===== src/rtl/sha3_block_padder_pkg.sv =====
// sha3_pkg: shared constants, pad bytes and FSM state encoding for the
// SHA-3 / Keccak block padder.
// Build option: SHA3_DOMAIN_PAD_EN selects the FIPS-202 SHA-3 start byte
// (0x06) instead of the original Keccak start byte (0x01).
package sha3_pkg;

  localparam int RATE_W = 576;
  localparam int WORD_W = 32;
  localparam int WORDS  = RATE_W / WORD_W;

  localparam logic [7:0] PAD_START_KECCAK = 8'h01;
  localparam logic [7:0] PAD_START_SHA3   = 8'h06;
  localparam logic [7:0] PAD_END          = 8'h80;

`ifdef SHA3_DOMAIN_PAD_EN
  localparam logic [7:0] PAD_START = PAD_START_SHA3;
`else
  localparam logic [7:0] PAD_START = PAD_START_KECCAK;
`endif

  typedef enum logic [1:0] {
    FILL = 2'd0,
    PAD  = 2'd1,
    FULL = 2'd2,
    DONE = 2'd3
  } pad_state_e;

endpackage


===== src/rtl/sha3_block_padder_if.sv =====
// Message-in / block-out bus of the padder. master = source + permutation
// side, slave = padder.
interface sha3_block_padder_if;
  import sha3_pkg::*;

  logic [WORD_W-1:0] in;
  logic              in_ready;
  logic              is_last;
  logic [1:0]        byte_num;
  logic              buffer_full;
  logic [RATE_W-1:0] out;
  logic              out_ready;
  logic              out_last;
  logic              f_ack;

  modport master (
    output in, in_ready, is_last, byte_num, f_ack,
    input  buffer_full, out, out_ready, out_last
  );

  modport slave (
    input  in, in_ready, is_last, byte_num, f_ack,
    output buffer_full, out, out_ready, out_last
  );
endinterface


===== src/rtl/sha3_pad_word.sv =====
// sha3_pad_word: applies pad10*1 to one 32-bit word.
// Byte 0 is in[31:24]. On the last message word, byte[byte_num] becomes the
// start byte and later bytes are cleared; on the final word of a block the
// end bit 0x80 is OR'd into byte 3 (giving 0x81/0x86 when both coincide).
module sha3_pad_word
  import sha3_pkg::*;
(
  input  logic [WORD_W-1:0] in,
  input  logic [1:0]        byte_num,
  input  logic              is_last,
  input  logic              is_final_word,
  output logic [WORD_W-1:0] word
);

  // Byte substitution for the tail, then the closing end bit.
  always_comb begin
    word = in;
    if (is_last) begin
      for (int b = 0; b < 4; b++) begin
        if (b == int'(byte_num))
          word[31-8*b -: 8] = PAD_START;
        else if (b > int'(byte_num))
          word[31-8*b -: 8] = 8'h00;
      end
    end
    if (is_final_word)
      word[7:0] = word[7:0] | PAD_END;
  end

endmodule


===== src/rtl/sha3_block_padder.sv =====
// sha3_block_padder: packs 32-bit message words into 576-bit rate blocks,
// applies pad10*1 and hands blocks to the permutation via out_ready/f_ack.
// Build option: SHA3_DOMAIN_PAD_EN (see sha3_pkg) picks the start byte.
module sha3_block_padder
  import sha3_pkg::*;
(
  input  logic               clk,
  input  logic               reset,
  sha3_block_padder_if.slave bus
);

  localparam logic [4:0] LAST_CNT = 5'(WORDS - 1);

  pad_state_e        state_q, state_d;
  logic [4:0]        cnt_q, cnt_d;
  logic [RATE_W-1:0] shreg_q, shreg_d;
  logic              last_q, last_d;

  logic              accept;
  logic [WORD_W-1:0] pw_in;
  logic              pw_last;
  logic              pw_final;
  logic [WORD_W-1:0] word;

  // In PAD the padder feeds itself zero words; only the one landing in the
  // last slot picks up the end bit.
  assign pw_in    = (state_q == FILL) ? bus.in : '0;
  assign pw_last  = (state_q == FILL) & bus.is_last;
  assign pw_final = (cnt_q == LAST_CNT) & ((state_q == PAD) | pw_last);

  sha3_pad_word u_pad_word (
    .in            (pw_in),
    .byte_num      (bus.byte_num),
    .is_last       (pw_last),
    .is_final_word (pw_final),
    .word          (word)
  );

  assign accept = bus.in_ready & (state_q == FILL);

  // State, counter, block register and last flag.
  always_ff @(posedge clk) begin
    if (reset) begin
      state_q <= FILL;
      cnt_q   <= '0;
      shreg_q <= '0;
      last_q  <= 1'b0;
    end else begin
      state_q <= state_d;
      cnt_q   <= cnt_d;
      shreg_q <= shreg_d;
      last_q  <= last_d;
    end
  end

  // Next-state: fill words, self-pad the rest, hold the block until f_ack.
  always_comb begin
    state_d = state_q;
    cnt_d   = cnt_q;
    shreg_d = shreg_q;
    last_d  = last_q;
    unique case (state_q)
      FILL: begin
        if (accept) begin
          shreg_d = {shreg_q[RATE_W-WORD_W-1:0], word};
          if (bus.is_last)
            last_d = 1'b1;
          if (cnt_q == LAST_CNT) begin
            cnt_d   = '0;
            state_d = FULL;
          end else begin
            cnt_d = cnt_q + 5'd1;
            if (bus.is_last)
              state_d = PAD;
          end
        end
      end
      PAD: begin
        shreg_d = {shreg_q[RATE_W-WORD_W-1:0], word};
        if (cnt_q == LAST_CNT) begin
          cnt_d   = '0;
          state_d = FULL;
        end else begin
          cnt_d = cnt_q + 5'd1;
        end
      end
      FULL: begin
        // A word presented alongside f_ack is not taken: FILL is only
        // entered on the following cycle.
        if (bus.f_ack) begin
          shreg_d = '0;
          cnt_d   = '0;
          state_d = last_q ? DONE : FILL;
        end
      end
      DONE: begin
        // Parked until reset; out_last stays up to flag the pending hash.
      end
      default: state_d = FILL;
    endcase
  end

  assign bus.buffer_full = (state_q != FILL);
  assign bus.out_ready   = (state_q == FULL);
  assign bus.out         = shreg_q;
  assign bus.out_last    = last_q;

endmodule


===== src/flat_wrapper.sv =====
// flat-port wrapper written by rule: the top's interface ports become plain ports
module sha3_block_padder_flat import sha3_pkg::*;
  (clk, reset, bus_in, bus_in_ready, bus_is_last, bus_byte_num, bus_f_ack, bus_buffer_full, bus_out, bus_out_ready, bus_out_last);
  sha3_block_padder_if bus_i ();
  input  logic clk;
  input  logic reset;
  input wire logic [$bits(bus_i.in)-1:0] bus_in;
  input wire logic [$bits(bus_i.in_ready)-1:0] bus_in_ready;
  input wire logic [$bits(bus_i.is_last)-1:0] bus_is_last;
  input wire logic [$bits(bus_i.byte_num)-1:0] bus_byte_num;
  input wire logic [$bits(bus_i.f_ack)-1:0] bus_f_ack;
  output wire logic [$bits(bus_i.buffer_full)-1:0] bus_buffer_full;
  output wire logic [$bits(bus_i.out)-1:0] bus_out;
  output wire logic [$bits(bus_i.out_ready)-1:0] bus_out_ready;
  output wire logic [$bits(bus_i.out_last)-1:0] bus_out_last;
  assign bus_i.in = bus_in;
  assign bus_i.in_ready = bus_in_ready;
  assign bus_i.is_last = bus_is_last;
  assign bus_i.byte_num = bus_byte_num;
  assign bus_i.f_ack = bus_f_ack;
  assign bus_buffer_full = bus_i.buffer_full;
  assign bus_out = bus_i.out;
  assign bus_out_ready = bus_i.out_ready;
  assign bus_out_last = bus_i.out_last;
  sha3_block_padder u_core (.clk(clk), .reset(reset), .bus(bus_i));
endmodule

===== config.mk =====
export PLATFORM = sky130hd
export DESIGN_NAME = sha3_block_padder_flat
export DESIGN_NICKNAME = d
export VERILOG_FILES = /design/src/rtl/sha3_block_padder_pkg.sv /design/src/rtl/sha3_block_padder_if.sv /design/src/rtl/sha3_pad_word.sv /design/src/rtl/sha3_block_padder.sv /design/src/flat_wrapper.sv
export SDC_FILE = /design/constraint.sdc
export NUM_CORES = 1
export LEC_CHECK = 0
export BUFFER_PORTS_ARGS = -buffer_cell sky130_fd_sc_hd__clkbuf_2
export CORE_MARGIN = 3
export CORE_UTILIZATION = 35
export DETAILED_ROUTE_END_ITERATION = 10
export GPL_ROUTABILITY_DRIVEN = 1
export SLEW_MARGIN = 20
export SYNTH_ARGS = -nofsm -noshare
export SYNTH_HDL_FRONTEND = slang
export SYNTH_HIERARCHICAL = 1
export SYNTH_SLANG_ARGS = --single-unit

===== constraint.sdc =====
create_clock -name clk -period 5.75 [get_ports clk]
set_input_delay 1.15 -clock clk [delete_from_list [all_inputs] [get_ports clk]]
set_output_delay 1.15 -clock clk [all_outputs]
set_load 0.03 [all_outputs]

# Word level (Yosys, flattened, before mapping)
# Index checks and enable logic that the tools add are counted.
# word_totals
input_bits	39
output_inout_bits	579
wordCells	53
reg_bits	584
# classes
muxes	24
n_reduce_logical	7
bitwise_logic	4
n_addsub	1
eq_ne	10
n_lt_le_gt_ge	3
# op_table
operator	n
576-bit one-hot mux with 3 select lines	1
576-bit two-way mux	2
32-bit two-way mux	2
8-bit two-way mux	8
5-bit two-way mux	3
5-bit one-hot mux with 3 select lines	1
2-bit two-way mux	6
2-bit one-hot mux with 3 select lines	1
3-bit AND reduction	2
5-bit by 1-bit adder with 5-bit output (second input constant)	1
5-bit == test (second input constant)	1
5-bit AND reduction	1
2-bit == test (first input constant)	2
2-bit > comparator (first input constant)	2
2-bit logical NOT	2
2-bit inequality test (second input constant)	2
1-bit AND	3
3-bit inequality test (second input constant)	1
3-bit nonzero test	1
1-bit by 2-bit == test with 1-bit output (first input constant)	1
2-bit by 1-bit == test with 1-bit output (second input constant)	1
2-bit == test (second input constant)	1
1-bit by 2-bit > comparator with 1-bit output (first input constant)	1
2-bit by 1-bit inequality test with 1-bit output (second input constant)	1
other kinds (2)	2

# Depth between registers and ports, before layout
# logic_depth
depth_word	8
depth_mapped	10
ltp_nobuf	7

# By module
# The synthesis kept the hierarchy.
# by_module_without_submodules
mod	seq_area_each_um2	n_inst	area_per_inst_um2	cells_per_inst
sha3_block_padder	11691.2	1	23461.3	2655
sha3_pad_word	0.0	1	274.0	40

# Worst setup path after synthesis
# OpenSTA, ideal clock, no wires.
# synth_timing
path_type	input -> register
from	input bus_f_ack
to	register u_core.shreg_q[439], in the netlist u_core/bus.out[439]
n_path_buf	4
t_arrival_ns	2.166
slack_ns	3.441
path_stages	8
t_required_ns	5.607
setup_time_ns	0.143
cell_sequence	nor2b_4 > or3_1 > buf_2 > buf_6 > buf_12 > buf_12 > nand2_1 > a21oi_2
# synth_between
elab_chain_len	2
# synth_rtl
element	line	source
from (decl)	flat_wrapper.sv:11	input wire logic [$bits(bus_i.f_ack)-1:0] bus_f_ack;
2-bit inequality test (no source line)	-	
3-bit AND reduction (no source line)	-	
to (signal assigned)	sha3_block_padder.sv:51	shreg_q <= shreg_d;
to (decl)	sha3_block_padder.sv:16	logic [RATE_W-1:0] shreg_q, shreg_d;
# Every way passes these cells.
# A chain may end at the register's enable or synchronous reset.

# Final worst setup path
# layout_timing
from	register u_core.state_q[0]
to	register u_core.shreg_q[334], in the netlist u_core/bus.out[334]
# layout_between
elab_chain_len	4
word_cells_on_any_way	9
cone_classes	eq/ne: 4; mux: 1; bitwise: 1; reduce/logical: 3
# layout_rtl
element	line	source
from (decl)	sha3_block_padder.sv:14	pad_state_e state_q, state_d;
from (signal assigned)	sha3_block_padder.sv:49	state_q <= state_d;
2-bit logical NOT	sha3_block_padder.sv:39, sha3_block_padder.sv:62	
1-bit AND	sha3_block_padder.sv:39	assign accept = bus.in_ready & (state_q == FILL);
2-bit by 1-bit inequality test with 1-bit output (no source line)	-	
3-bit AND reduction (no source line)	-	
# Parallel ways exist; a longest one is shown, timed or not.

==> results.toml <==
[route]
drt_first_pass_iters = 7
totalWireLength_um = 82900
antenna_left = 0
vias = 20900
dr.first_iter.drc_count = 1949
route.detailed.drc = 0
vias_per_cell = 5.15
wire_per_inst_um = 20.4

[cts]
cts_tree = "done"
clk_latency_ns = 0.59
max-clock-path-buffers = 3
htree_levels = 3
cts_buffers = 69
cts_resized = 0
cts_sinks = 584
post-cts-setup-buffers = 0
clk_pin_slew_ns = 0.06
hold_buffers = 0
cts_root_buf = "clkbuf_16"

[placement]
gp_routability_congestion = 0.852
portBuffers = 617
place_inst = 3937
dpl.hpwl_um = 55300

[setup_path]
critical_path.cell_chain = "inv_1 -> ha_4 -> buf_4 -> buf_12 -> nand3b_1 -> a21oi_1"
reg2reg_to = "u_core/bus.out[334]"
cp.buffers_inverters = 3
critical_path_class = "reg -> reg"
path_max_fanout = 263
critPathLaunch = "u_core/state_q[0]"
reg2reg_depth = 6
cp-start-kind = "flop"
cp-end-kind = "flop"
critPathSlowestCell = "buf_4"
slowest_delay_ns = 0.63
rrSetupSlack_ns = 2.69
cpLargestDelayFamily = "buffers and inverters"
r2r_start = "u_core/state_q[0]"
cp.required_ns = 6.18
cp_data_arrival_time_ns = 3.49

[die]
die_area_um2 = 71000
rows = 94
core_um2 = 66500
fp.dieH_um = 266
start_util_pct = 35.7
pin_count = 618
die_x_um = 266

[logic_synthesis]
ys_seq_area_share_pct = 49.3
syn_area_um2 = 23700
ys_seq_elements = 584
syn_inst = 2695
yosys_warnings = 6
synth_cell_types = 35
syn_nets = 2740
syn_area_per_cell_um2 = 8.81

[timing]
drv_slew = 0
rsz0062_at_grt = "false"
fin_crit_sh_pct = 53.3
final_hold_viol_count = 0
layout_min_cycle_time_ns = 3.06
finClkSkew_ns = 0.0218
worstMarginPinSlew_ns = 1.20
slew_headroom_pct = 19.9
setup_viol = 0
timing.fmax_mhz = 327
tns_ns = 0

[layout]
fillers = 6768
nets = 3189
finalNonFillerCells = 4062
drive_gt1_share_pct = 26.8
diodes = 0
syn2layout_area_growth_pct = 22.8

[grt]
antenna_found_initial = 0
grt_pass1_wl_um = 123000
grt_pass1_vias = 19600
grt-ovfl-total = 0
grt_use_total_pct = 22.0
grt_max_degree = 264

[worst_hold_path]
hold_path_end = "u_core/bus.out[551]"
worstHoldStart = "u_core/bus.out[551]"
hold_class = "reg -> reg"
hold_depth = 2

[status]
status = "completed"

[pwr]
total_power_mw = 12.6
p_per_area_nw_per_um2 = 432
p_leak_nw = 10.6
irDropWorstVdd_v = 0.000419

[job]
drv_cap = 0
==> through the flow <==
stage	cell area (um^2)	hold WS (ns)	utilization [%]	setup WS (ns)
4_1_cts	29100	0.450	43.8	2.64
3_3_place_gp	26800	0.440	40.3	2.61
5_1_grt	29100	0.465	43.8	2.52
3_5_place_dp	26800	0.443	40.3	2.51
2_1_floorplan	23700	0.474	-	3.44
6_report	29100	0.449	43.8	2.69
==> flip-flops by register name (all words and copies together), names as in the netlist <==
register             count
u_core/cnt_q             5
u_core/state_q           2
u_core/bus.out_last      1
u_core/bus.out         576
==> tightest hold or removal path, cell delays in order (launching register included) <==
cell and delay [ns]:
dfxtp_1 0.30, nand2_1 0.05, a21oi_1 0.05
==> report_power, final <==
part | switching [mW] | internal [mW]
clock network | 1.77 | 2.73
registers | 0.147 | 4.20
logic | 2.64 | 1.10
==> cells in the final DEF (no fill, tap or decap), types with 14 or more instances in the layout <==
master,n
clkbuf_2,616
nor2b_1,22
and2_1,40
dfxtp_1,584
a21oi_1,481
clkbuf_8,14
clkbuf_16,71
nand2_1,578
clkbuf_1,17
nand3b_1,577
a21oi_2,100
==> synth_stat cells <==
library cell	instances	share of area [%]
a21boi_2	1	0.047
a21o_1	1	0.032
a21oi_1	481	10
a21oi_2	100	3.7
a311oi_1	2	0.074
a31oi_1	3	0.079
and2_1	40	1.1
and4bb_1	1	0.053
buf_1	8	0.13
buf_12	11	0.93
buf_2	42	0.89
buf_4	1	0.032
buf_6	34	1.6
clkbuf_1	166	2.6
dfxtp_1	584	49
ha_1	6	0.32
inv_1	6	0.095
mux2_1	1	0.047
nand2_1	578	9.1
nand2b_4	1	0.058
nand3_1	4	0.084
nand3b_1	577	18
nor2_1	7	0.11
nor2b_1	22	0.58
nor2b_4	2	0.12
nor3_4	1	0.069
nor3b_4	1	0.079
nor4_1	1	0.026
nor4b_1	1	0.037
o21a_1	2	0.063
o21ai_0	3	0.063
o21bai_1	2	0.063
or2_1	1	0.026
or3_1	1	0.026
xnor2_1	3	0.11
==> area by class of cell <==
cell class	instances	area, um^2	share of cell area [%]
sequential	584	11700	40.1
multi-input combinational	1843	10600	36.3
timing repair buffer	640	3430	11.8
clock buffer	102	2030	6.98
tap	864	1080	3.71
clock inverter	23	312	1.07
inverter	6	22.5	0.0773
==> worst max-delay path by stage <==
stage / endpoint / slack, ns / cells past startpoint
2_1_floorplan: u_core/bus.out[439] / 3.44 / 8
3_3_place_gp: u_core/state_q[1] / 2.61 / 6
3_5_place_dp: u_core/state_q[1] / 2.51 / 6
4_1_cts: bus_out_ready / 2.64 / 3
5_1_grt: u_core/bus.out[391] / 2.52 / 6
6_report: u_core/bus.out[334] / 2.69 / 6
==> layer usage <==
metal	up-vias	share of wire, %	GRT usage [%]
met4	0	2.9	7.57
met3	124	6.9	5.21
met5	-	0	0
met1	10100	41	27.6
met2	639	49	36.9
li1	10100	-	-
==> kinds of logic after synthesis <==
logic type	synth area share, %
DFF	49.3
and+or+nand+nor	29.7
xor gates and xnor gates	0.111
adders and majority gates	0.316
buffers and inverters	6.30
muxes	0.0474
AOI/OAI and AO/OA	14.3
Power figures use the tool's default switching activity.
